`src/rtl/stis4_pkg.sv`:
```
// Shared definitions for the 4-bit S-box threshold-implementation rounds:
// widths, LFSR constants, handshake stage encoding and the ring refresh.
package stis4_pkg;

  localparam int              SBOX_W    = 4;
  localparam int              LFSR_W    = 16;
  localparam int              MAX_SH    = LFSR_W / SBOX_W;
  // x^16 + x^14 + x^13 + x^11 + 1 -> state bits 15, 13, 12, 10
  localparam logic [LFSR_W-1:0] LFSR_TAPS = 16'hB400;
  localparam logic [LFSR_W-1:0] LFSR_RST  = 16'hACE1;

  // Stage occupancy, encoded as {skid_full, out_valid}; 2'b10 never occurs.
  typedef enum logic [1:0] {
    ST_EMPTY = 2'b00,
    ST_ONE   = 2'b01,
    ST_FULL  = 2'b11
  } state_e;

  // share_j ^= m_j ^ m_((j+1) mod nsh). Every mask appears exactly twice,
  // so the XOR across all shares is preserved. Unused share slots stay 0.
  function automatic logic [LFSR_W-1:0] ring_refresh(input logic [LFSR_W-1:0] shares,
                                                    input logic [LFSR_W-1:0] masks,
                                                    input int                nsh);
    logic [LFSR_W-1:0] r;
    r = '0;
    for (int j = 0; j < MAX_SH; j++) begin
      if (j < nsh)
        r[j*SBOX_W +: SBOX_W] = shares[j*SBOX_W +: SBOX_W]
                              ^ masks[j*SBOX_W +: SBOX_W]
                              ^ masks[((j + 1) % nsh)*SBOX_W +: SBOX_W];
    end
    return r;
  endfunction

endpackage

```
`src/rtl/stis4_lfsr16.sv`:
```
// 16-bit Fibonacci LFSR (left shift, feedback into bit 0) with seed load.
// A zero seed would lock the register, so it is replaced by RST_VAL.
module stis4_lfsr16
  import stis4_pkg::*;
#(
  parameter logic [LFSR_W-1:0] RST_VAL = LFSR_RST
) (
  input  logic              clk,
  input  logic              rst_n,
  input  logic              load,
  input  logic [LFSR_W-1:0] seed,
  input  logic              adv,
  output logic [LFSR_W-1:0] state
);

  logic fb;

  assign fb = ^(state & LFSR_TAPS);

  // Load wins over advance; otherwise step only when asked.
  always_ff @(posedge clk or negedge rst_n) begin
    if (!rst_n)
      state <= RST_VAL;
    else if (load)
      state <= (seed == '0) ? RST_VAL : seed;
    else if (adv)
      state <= {state[LFSR_W-2:0], fb};
  end

endmodule

```
`src/rtl/stis4_r2_share_reg.sv`:
```
// Round-2 share register: captures the component-function outputs, applies an
// optional sum-preserving ring refresh and hands them on through a
// valid/ready interface with a one-entry skid. All outputs come from flops so
// no glitch crosses into the next TI stage.
module stis4_r2_share_reg
  import stis4_pkg::*;
#(
  parameter int                NSH      = 3,
  parameter logic [LFSR_W-1:0] LFSR_RST = 16'hACE1
) (
  input  logic                  clk,
  input  logic                  rst_n,
  input  logic                  seed_load,
  input  logic [LFSR_W-1:0]     seed,
  input  logic                  refresh_en,
  input  logic                  in_valid,
  output logic                  in_ready,
  input  logic [NSH*SBOX_W-1:0] in_shares,
  output logic                  out_valid,
  input  logic                  out_ready,
  output logic [NSH*SBOX_W-1:0] out_shares
);

  localparam int DW = NSH * SBOX_W;

  state_e          state, state_nxt;
  logic            skid_full;
  logic [DW-1:0]   skid_data;
  logic [LFSR_W-1:0] lfsr;
  logic [LFSR_W-1:0] in_pad, mask, cap_full;
  logic [DW-1:0]   cap;
  logic            accept, present;
  logic            ld_out, ld_skid, sel_skid;

  assign skid_full = state[1];
  assign out_valid = state[0];
  assign in_ready  = !skid_full;
  assign accept    = in_valid && in_ready;
  assign present   = out_valid && out_ready;

  // Masks are taken from the pre-advance LFSR state of the accepting cycle.
  always_comb begin
    in_pad         = '0;
    in_pad[DW-1:0] = in_shares;
    mask           = refresh_en ? lfsr : '0;
    cap_full       = ring_refresh(in_pad, mask, NSH);
    cap            = cap_full[DW-1:0];
  end

  stis4_lfsr16 #(.RST_VAL(LFSR_RST)) u_lfsr (
    .clk   (clk),
    .rst_n (rst_n),
    .load  (seed_load),
    .seed  (seed),
    .adv   (accept && refresh_en),
    .state (lfsr)
  );

  // Occupancy state register.
  always_ff @(posedge clk or negedge rst_n) begin
    if (!rst_n) state <= ST_EMPTY;
    else        state <= state_nxt;
  end

  // Next occupancy and which data register loads from where.
  always_comb begin
    state_nxt = state;
    ld_out    = 1'b0;
    ld_skid   = 1'b0;
    sel_skid  = 1'b0;
    case (state)
      ST_EMPTY: if (accept) begin
        state_nxt = ST_ONE;
        ld_out    = 1'b1;
      end
      ST_ONE: begin
        if (accept && present)      ld_out = 1'b1;
        else if (accept) begin
          state_nxt = ST_FULL;
          ld_skid   = 1'b1;
        end else if (present)       state_nxt = ST_EMPTY;
      end
      ST_FULL: if (present) begin
        state_nxt = ST_ONE;
        ld_out    = 1'b1;
        sel_skid  = 1'b1;
      end
      default: state_nxt = ST_EMPTY;
    endcase
  end

  // Data registers; refresh is already applied, so these are pure flops.
  always_ff @(posedge clk or negedge rst_n) begin
    if (!rst_n) begin
      out_shares <= '0;
      skid_data  <= '0;
    end else begin
      if (ld_out)  out_shares <= sel_skid ? skid_data : cap;
      if (ld_skid) skid_data  <= cap;
    end
  end

endmodule

```
`config.mk`:
```
export PLATFORM = sky130hd
export DESIGN_NAME = stis4_r2_share_reg
export DESIGN_NICKNAME = d
export VERILOG_FILES = /design/src/rtl/stis4_pkg.sv /design/src/rtl/stis4_lfsr16.sv /design/src/rtl/stis4_r2_share_reg.sv
export SDC_FILE = /design/constraint.sdc
export NUM_CORES = 1
export LEC_CHECK = 0
export ABC_CLOCK_PERIOD_IN_PS = 2400
export CAP_MARGIN = 15
export CORE_MARGIN = 2
export CORE_UTILIZATION = 37
export CTS_CLUSTER_SIZE = 24
export DETAILED_ROUTE_END_ITERATION = 8
export PLACE_DENSITY = 0.65
export SLEW_MARGIN = 20
export SYNTH_ARGS = -nofsm -noshare
export SYNTH_HDL_FRONTEND = slang
export SYNTH_HIERARCHICAL = 1
export SYNTH_SLANG_ARGS = --single-unit
```
`constraint.sdc`:
```
create_clock -name clk -period 2.4 [get_ports clk]
set_clock_uncertainty 0.15 [all_clocks]
set_input_delay 0.6 -clock clk [delete_from_list [all_inputs] [get_ports clk]]
set_output_delay 0.6 -clock clk [all_outputs]
set_load 0.02 [all_outputs]
```
# Yosys cells after proc, flatten, opt, wreduce, memory -nomap -nowiden

Cells that the tools add are included.

Eq/ne operators: 6
Mux-type cells: 18
Bitwise gates (word level): 6
Reduce and logical (&&, ||, !) cells: 10

Operators with widths:

| cell               | number |
|---|---|
| $mux 16            | 3 |
| $mux 12            | 2 |
| $xor 4x4->4        | 6 |
| $logic_not 16->1   | 1 |
| $reduce_xor 16->1  | 1 |
| $mux 2             | 5 |
| $mux 1             | 6 |
| $ne 2x2->1 const B | 3 |
| $pmux 2 s3         | 1 |
| $logic_and 1x1->1  | 4 |
| $reduce_and 4->1   | 1 |
| $ne 3x3->1 const B | 1 |
| $pmux 1 s3         | 1 |
| $eq 2x1->1 const B | 1 |
| $eq 2x2->1 const B | 1 |
| $logic_not 2->1    | 1 |
| $reduce_bool 2->1  | 1 |
| $logic_not 1->1    | 1 |

Bits in registers: 42
Bits of input ports: 34
Output and inout port bits: 14
Word-level logic and storage cells: 44

# Longest topological paths before layout

Gate-level depths: netlist of the first run.

Depth after elaboration: 5
Mapped depth: 7
Gate-level depth less buffers: 5

# Hierarchy

The synthesis of the first run kept the hierarchy.

Modules (own cells, without submodules):

| module             | instances | cells each | area each (um2) | seq. area each (um2) |
|---|---|---|---|---|
| stis4_r2_share_reg | 1         | 131        | 1503.9          | 650.6 |
| stis4_lfsr16       | 1         | 71         | 847.1           | 410.4 |

# Worst setup path before layout of the first run

Ideal clock, no wire load.

Path type: input port to flip-flop
Start: input refresh_en
End: register u_lfsr.state[7]
Setup time: 0.078 ns
Arrival time: 1.773 ns
Required time: 2.172 ns
Setup slack: 0.399 ns
Cell stages on the path: 6
Path buffers: 3
Cells stage by stage: clkbuf_1 > and2_2 > buf_6 > buf_8 > mux2_4 > o22a_2

Longest elaborated chain between the ends: 2

RTL lines:

| item                               | RTL line                 | RTL |
|---|---|---|
| start: declaration                 | stis4_r2_share_reg.sv:15 | `input logic refresh_en,` |
| $logic_and 1x1->1                  | stis4_r2_share_reg.sv:55 | `.adv (accept && refresh_en),` |
| $reduce_bool 2->1 (no source line) | -                        |  |
| end signal: assignment             | stis4_lfsr16.sv:25       | `state <= (seed == '0) ? RST_VAL : seed;` |
| end signal: assignment             | stis4_lfsr16.sv:27       | `state <= {state[LFSR_W-2:0], fb};` |
| end: declaration                   | stis4_lfsr16.sv:13       | `output logic [LFSR_W-1:0] state` |

Every way passes these cells.
A chain may end at the register's enable or synchronous reset.

==> impl_metrics.tcl, run 1 <==
set metrics [dict create \
    vias 1730 \
    place_ws_ps -92.15 \
    netlist_instances 202 \
    grt_antenna_before_repair 0 \
    synth_simple_gate_area_frac 0.1235 \
    ys.flop_type "dfrtp_1" \
    syn_area_sq_um 2351 \
    num_antenna_cells 0 \
    dp_cells 327 \
    min_period_ps 2284 \
    syn_nets 241 \
    endpoint_kind "output pin" \
    pwr_density_cell_nw_per_um2 955.1 \
    holdBufCountCts 0 \
    final_core_utilization 0.4902 \
    yosysMostFrequentCell "dfrtp_1" \
    synth_mux_area_frac 0.1357 \
    grt_pass1_wl_microns 8411 \
    drc 0 \
    whs_ps 101.5 \
    final_nets 296 \
    postRouteAntennaNets 0 \
    cellLeakagePower_nw 1.236 \
    grt.busiest_layer "met2" \
    drive_gt1_frac 0.2093 \
    cts_buffer_depth 2 \
    drt_iter0_drc 61 \
    tightest_slew_ps 485.5 \
    clk_pin_slew_ps 90 \
    buffer_ports.inserted 47 \
    synth_cell_types 34 \
    grtUsageMet2 0.2444 \
    status "complete, no violations" \
    fin_cells 335 \
    synth_commonest_cells "dfrtp_1 (34), nand2_1 (24), xnor2_1 (14), xor2_1 (14), nor3b_1 (12)" \
    setup_viol 0 \
    vdd_ir_drop_max_mv 0.4243 \
    synth_top_family_by_area "multiplexers" \
    crit_required_ps 1650 \
    ys_warn_count 6 \
    cts_sinks 42 \
    met3_usage 0.03759 \
    post_drt_wl_per_cell_microns 15.06 \
    hold_class "in2async" \
    area_growth_pct 30.12 \
    power_mw 2.922 \
    die_area_sq_um 7007 \
    cap_violations 0 \
    hold_viol 0 \
    synthTopCellsByArea "dfrtp_1 (36%), dfstp_2 (8.9%), xnor2_1 (5.2%), xor2_1 (5.2%), mux2_1 (4.8%)" \
    cts_tree "yes" \
    critPathArrivalTime_ps 1530 \
    cts_made_buffers 5 \
    synth-edff-count 0 \
    path_max_fanout 5 \
    io-pin-count 48 \
    gr-usage-met1 0.2040 \
    synth_fa_ha_area_frac 0.02661 \
    track_usage 0.1527 \
    finalWeightedCongestion 0.7750 \
    synthArstFlopShare 1.000 \
    cp-start-kind "flop" \
    die_h_microns 83.71 \
    htreeDepth 2 \
    hpwl_microns 3747 \
    synth-seq-cells 42 \
    post-cts-setup-buffers 0 \
    coreArea_sq_um 6241 \
    fin_ws_ps 115.8 \
    tns_ps 0 \
    cts.repair.resized 0 \
    cts-root-buf "clkbuf_8" \
    synth_xor_xnor_area_share 0.1043 \
    viasPerCell 5.164 \
    placed_cell_area_sq_um 2965 \
    finish.instance_area_sq_um 3059 \
    grt_pass1_vias 1701 \
    routed_wl_microns 5046 \
    rsz0062_at_grt "no" \
    initial_core_util 0.3767 \
    avgSynthCellArea_sq_um 11.64 \
    fin_crit_sh 0.9518 \
    yosysTopAreaCellShare 0.3619 \
    synth_compound_area_frac 0.1203 \
    die_w_microns 83.71 \
    crit_type "reg2out" \
    ys_seq_area_frac 0.4513 \
    synth_top_cell_by_area "dfrtp_1" \
    slew_headroom 0.6763 \
    reg2reg_setup_slack_ps 380 \
    rows 29 \
    finalMaxSlewViolations 0 \
    gr-total-overflow 0 \
    clk-insertion-delay-late_ps 300 \
    dr.pass1.iters 4 \
    grt_max_degree 43 \
    fmax_mhz 437.8 \
]
==> cell families after synthesis <==
logic type | after synthesis
buf+inv | 14
simple gates | 50
fa+ha+maj | 5
flops | 42
mux | 29
xor+xnor | 28
compound gates | 34
==> state kept, by name, indices dropped and copies added, names as in the netlist <==
signal and cells:
u_lfsr/state 16, out_shares 12, skid_data 12, state 2
==> cell type report <==
class | count | area (sq um)
multi-input combinational | 146 | 1200
timing repair buffer | 60 | 600.6
sequential | 42 | 1061
inverter | 2 | 7.507
clock inverter | 3 | 25.02
tap | 77 | 96.34
clock buffer | 5 | 68.82
fill | 605 | 3182
==> layout by cell type (no fill, tap or decap), types with 2 or more instances in the layout <==
cell / synthesis / routed
clkdlybuf4s50_1: 0 / 46
dfrtp_1: 34 / 34
nand2_1: 24 / 24
xor2_1: 14 / 14
xnor2_1: 14 / 14
nor3b_1: 12 / 12
o21ai_0: 11 / 11
a221o_1: 10 / 10
mux2_1: 10 / 10
buf_4: 0 / 10
mux2_2: 9 / 9
mux2i_1: 9 / 9
dfstp_2: 8 / 8
o22a_2: 7 / 7
ha_1: 5 / 5
clkbuf_8: 0 / 5
nor4_1: 4 / 4
buf_12: 0 / 3
inv_1: 2 / 2
and3_1: 2 / 2
a221o_2: 2 / 2
==> layer usage <==
metal / routed length, microns / vias to the layer above
met5: 0 / -
met4: 72 / 0
met3: 209 / 6
met2: 2404 / 41
met1: 2358 / 843
li1: - / 840
==> where the power goes <==
| group | internal (mW) | total, mW | leakage, nW | switching (mW) |
|---|---|---|---|---|
| combinational | 0.716 | 1.29 | 0.694 | 0.572 |
| sequential | 0.974 | 1.15 | 0.497 | 0.180 |
| clock | 0.210 | 0.480 | 0.0447 | 0.270 |
==> final timing paths <==
path | startpoint | end | depth (start not counted)
hold reg to reg | skid_data[8] | skid_data[8] | 1
hold / removal | rst_n | u_lfsr/state[8] | 2
max in group asynchronous | rst_n | u_lfsr/state[0] | 2
setup / recovery | state[1] | in_ready | 2
setup reg to reg | state[0] | out_shares[8] | 4
min in group clk | skid_data[8] | skid_data[8] | 1
==> worst max-delay path: stages, from the launching register on <==
cell,delay [ps]
dfrtp_1,470
inv_1,150
clkdlybuf4s50_1,620
Note: power is estimated with default switching activity, not from simulation.
==> run 2, diff against run 1 <==
Settings changed: CORE_ASPECT_RATIO set to 1.1.
==> run 2 against run 1 <==
Net effect: highest routed layer unchanged; first-iteration DRC count grew 93%; flip-flop and latch count unchanged; non-clock buffer count decreased by 1; via count down 1.1%; count of clock-buffer cells in the layout stayed put; core utilization is 0.74 points higher; combinational power about the same; cell count up 0.60%; hold slack better by 10 ps.
==> impl_metrics.tcl, run 2 (same netlist as run 1, synthesis figures left out) <==
set metrics [dict create \
    cts_made_buffers 5 \
    die_area_sq_um 7008 \
    pwr_density_cell_nw_per_um2 977.2 \
    dr.pass1.iters 4 \
    postRouteAntennaNets 0 \
    power_mw 2.993 \
    area_growth_pct 30.28 \
    swShare 0.3354 \
    vias 1711 \
    finalMaxSlewViolations 0 \
    buffer_ports.inserted 47 \
    rsz0062_at_grt "no" \
    pwr-share-seq 0.386 \
    cap_violations 0 \
    routed_wl_microns 5064 \
    tightest_slew_ps 499.4 \
    reg2reg_setup_slack_ps 380 \
    die_h_microns 87.60 \
    status "complete, no violations" \
    io-pin-count 48 \
    largest_reg_flops 16 \
    die_w_microns 80 \
    power.share.clock 0.189 \
    fin_ws_ps 118.7 \
    viasPerCell 5.077 \
    dp_cells 329 \
    grt_pass1_wl_microns 8252 \
    finalWeightedCongestion 0.7633 \
    fin_crit_sh 0.9505 \
    track_usage 0.1536 \
    rows 30 \
    fmax_mhz 438.4 \
    cts_sinks 42 \
    cpPeakStageDelay_ps 620 \
    p_switching_mw 1.004 \
    tns_ps 0 \
    cellLeakagePower_nw 1.234 \
    htreeDepth 2 \
    grt_antenna_before_repair 0 \
    cts.repair.resized 0 \
    slew_headroom 0.6671 \
    largestRegisters "u_lfsr/state x16, out_shares x12, skid_data x12" \
    top_register "u_lfsr/state" \
    place_ws_ps -72.13 \
    placed_cell_area_sq_um 2949 \
    crit_chain "inv_1 -> clkdlybuf4s50_1" \
    crit_type "reg2out" \
    initial_core_util 0.3819 \
    intPower_mw 1.989 \
    clk-insertion-delay-late_ps 290 \
    hold_viol 0 \
    setup_viol 0 \
    fin_cells 337 \
    final_core_utilization 0.4976 \
    nFillCells 598 \
    post_drt_wl_per_cell_microns 15.03 \
    crit_required_ps 1650 \
    post-cts-setup-buffers 0 \
    cp_slowest_cell "clkdlybuf4s50_1" \
    cts_tree "yes" \
    clk_pin_slew_ps 90 \
    hold_class "in2async" \
    path_max_fanout 5 \
    cts-root-buf "clkbuf_8" \
    critPathArrivalTime_ps 1530 \
    hpwl_microns 3818 \
    min_period_ps 2281 \
    layout_commonest_cell "clkdlybuf4s50_1" \
    endpoint_kind "output pin" \
    cts_buffer_depth 2 \
    final_nets 295 \
    vdd_ir_drop_max_mv 0.3637 \
    grt_max_degree 22 \
    final_cell_mix "clkdlybuf4s50_1 (46), dfrtp_1 (34), nand2_1 (24)" \
    num_antenna_cells 0 \
    drt_iter0_drc 118 \
    cp-start-kind "flop" \
    coreArea_sq_um 6156 \
    drc 0 \
    drive_gt1_frac 0.2062 \
    p_comb_frac 0.425 \
    whs_ps 111.7 \
    gr-total-overflow 0 \
    holdBufCountCts 0 \
    finish.instance_area_sq_um 3063 \
    grt_pass1_vias 1734 \
]
==> run 2: cell types whose count changed in the layout (fill, tap and decap cells not counted), sizes merged <==
cell	previous run	this run
clkinv	1	0
clkinvlp	1	2
buf	14	13
bufinv	0	1
inv	3	2
==> run 2: cell type report <==
class                           count  area, sq um  area share
Multi-Input combinational cell    146         1200      0.3917
Clock buffer                        5        68.82     0.02247
Timing Repair Buffer               59        580.6      0.1895
Clock inverter                      3        45.04     0.01471
Inverter                            2        7.507    0.002451
Sequential cell                    42         1061      0.3464
Tap cell                           80        100.1     0.03268
==> run 2: path summary, 6_finish.rpt <==
check | startpoint | to | cells after the start
max | state[1] | in_ready | 2
min | rst_n | out_shares[2] | 1
max reg2reg | state[1] | out_shares[8] | 5
min reg2reg | skid_data[5] | skid_data[5] | 1
max in group asynchronous | rst_n | u_lfsr/state[0] | 2
min in group clk | skid_data[5] | skid_data[5] | 1
==> run 2: routing by layer <==
metal  up-vias  share of wire  global-route usage
li1        834              -                   -
met1       824           0.45              0.1908
met2        49           0.49              0.2705
met3         4          0.051             0.03918
met4         0         0.0071             0.03236
met5         -              0                   0
==> run 2: worst max-delay path: cells and delay by family (launching register included) <==
kind / cells / cell delay, ps
buffers and inverters: 2 / 770
DFF: 1 / 470
==> run 2: power groups by stage <==
stage	Clock, mW	Combinational (mW)	Sequential, mW
after floorplan	0	0.731	1.25
after global placement	0	1.26	1.16
after global routing	0.614	1.39	1.19
final	0.566	1.27	1.15
after CTS	0.584	1.29	1.16
after detailed placement	0	1.29	1.17
==> run 3, diff against run 2 <==
Settings changed: CORE_ASPECT_RATIO 1.1 to 2.
==> run 3 against run 2 <==
Net effect: power increased by 4.5%; non-clock buffer count is 2 lower; sequential share of layout area decreased by 0.18 points; routed wire length rose by 3.9%; global-route usage increased by 0.93 points; first-iteration DRC count shrank 69%; hold slack improved by 110 ps; critical endpoint unchanged.
==> impl_metrics.tcl, run 3 (same netlist as run 1, synthesis figures left out) <==
set metrics [dict create \
    tns_ps 0 \
    grt_antenna_before_repair 0 \
    fin_cells 341 \
    die_w_microns 60.37 \
    fin_ws_ps 139.0 \
    crit_required_ps 1650 \
    cp.buffers_inverters 2 \
    intPower_mw 2.067 \
    cp-start-kind "flop" \
    dp_cells 333 \
    grt_pass1_vias 1794 \
    grt.busiest_layer "met2" \
    buffer_ports.inserted 47 \
    num_antenna_cells 0 \
    pwr_density_cell_nw_per_um2 1016 \
    min_period_ps 2261 \
    rows 41 \
    finalWeightedCongestion 0.8134 \
    grt_max_degree 43 \
    top_register "u_lfsr/state" \
    path_max_fanout 5 \
    clk-insertion-delay-late_ps 290 \
    hold_viol 0 \
    vias 1729 \
    post-cts-setup-buffers 0 \
    crit_type "reg2out" \
    fmax_mhz 442.3 \
    die_area_sq_um 7046 \
    pwr-share-seq 0.369 \
    drt_iter0_drc 36 \
    cts_buffer_depth 2 \
    placed_cell_area_sq_um 2929 \
    hold_class "in2async" \
    drc 0 \
    status "complete, no violations" \
    cts-root-buf "clkbuf_16" \
    critPathArrivalTime_ps 1510 \
    layout_commonest_cell "clkdlybuf4s50_1" \
    largestRegisters "u_lfsr/state x16, out_shares x12, skid_data x12" \
    setup_viol 0 \
    gr-total-overflow 0 \
    tightest_slew_ps 537.4 \
    holdBufCountCts 0 \
    rsz0062_at_grt "no" \
    slew_headroom 0.6417 \
    cts_made_buffers 5 \
    met3_usage 0.02547 \
    hpwl_microns 3841 \
    area_growth_pct 30.97 \
    track_usage 0.1629 \
    finalMaxSlewViolations 0 \
    grt_pass1_wl_microns 8625 \
    post_drt_wl_per_cell_microns 15.43 \
    rr_startpoint "state[1]" \
    grtUsageMet2 0.2797 \
    cts.repair.resized 0 \
    p_comb_frac 0.412 \
    cp_slowest_cell "clkdlybuf4s50_1" \
    fin_crit_sh 0.9421 \
    power.share.clock 0.220 \
    htreeDepth 2 \
    postRouteAntennaNets 0 \
    final_core_utilization 0.4961 \
    cts_sinks 42 \
    die_h_microns 116.7 \
    nFillCells 603 \
    startpoint "state[1]" \
    viasPerCell 5.070 \
    p_switching_mw 1.062 \
    drive_gt1_frac 0.2000 \
    io-pin-count 48 \
    endpoint_kind "output pin" \
    whs_ps 223.6 \
    clk_pin_slew_ps 60 \
    cpPeakStageDelay_ps 620 \
    final_nets 293 \
    initial_core_util 0.3788 \
    final_cell_mix "clkdlybuf4s50_1 (46), dfrtp_1 (34), nand2_1 (24)" \
    crit_chain "inv_1 -> clkdlybuf4s50_1" \
    largest_reg_flops 16 \
    dr.pass1.iters 4 \
    place_ws_ps -97.61 \
    cts_tree "yes" \
    finish.instance_area_sq_um 3079 \
    vdd_ir_drop_max_mv 0.6684 \
    gr-usage-met1 0.2010 \
    power_mw 3.129 \
    coreArea_sq_um 6207 \
    cellLeakagePower_nw 1.240 \
    cp_top_family "buffers and inverters" \
    swShare 0.3395 \
    cap_violations 0 \
    routed_wl_microns 5263 \
]
## run 3: layout make-up
class,count,area (sq um),area share
Tap cell,86,107.6,0.03495
Clock inverter,3,25.02,0.008127
Sequential cell,42,1061,0.3446
Timing Repair Buffer,57,553.0,0.1796
Multi-Input combinational cell,146,1200,0.3897
Inverter,2,7.507,0.002438
Clock buffer,5,125.1,0.04063
## run 3: power by group through the flow
stage	sequential [mW]	clock (mW)	combinational [mW]
floorplan	1.25	0	0.731
global placement	1.16	0	1.26
detailed placement	1.17	0	1.29
CTS	1.16	0.701	1.30
global route	1.19	0.727	1.40
finish	1.15	0.687	1.29
## run 3: final timing paths
| path | endpoint | slack, ps | cells past startpoint |
|---|---|---|---|
| setup / recovery | in_ready | 140 | 2 |
| hold / removal | state[0] | 220 | 2 |
| setup reg to reg | out_shares[9] | 350 | 5 |
| hold reg to reg | skid_data[3] | 330 | 1 |
| min in group clk | skid_data[3] | 330 | 1 |
| max in group asynchronous | u_lfsr/state[6] | 1500 | 2 |
## run 3: per-layer routing
layer | part of all wire | up-vias | wire length (microns)
li1 | - | 829 | -
met1 | 0.45 | 845 | 2347
met2 | 0.50 | 47 | 2623
met5 | 0 | - | 0
met4 | 0.017 | 0 | 87
met3 | 0.039 | 8 | 204
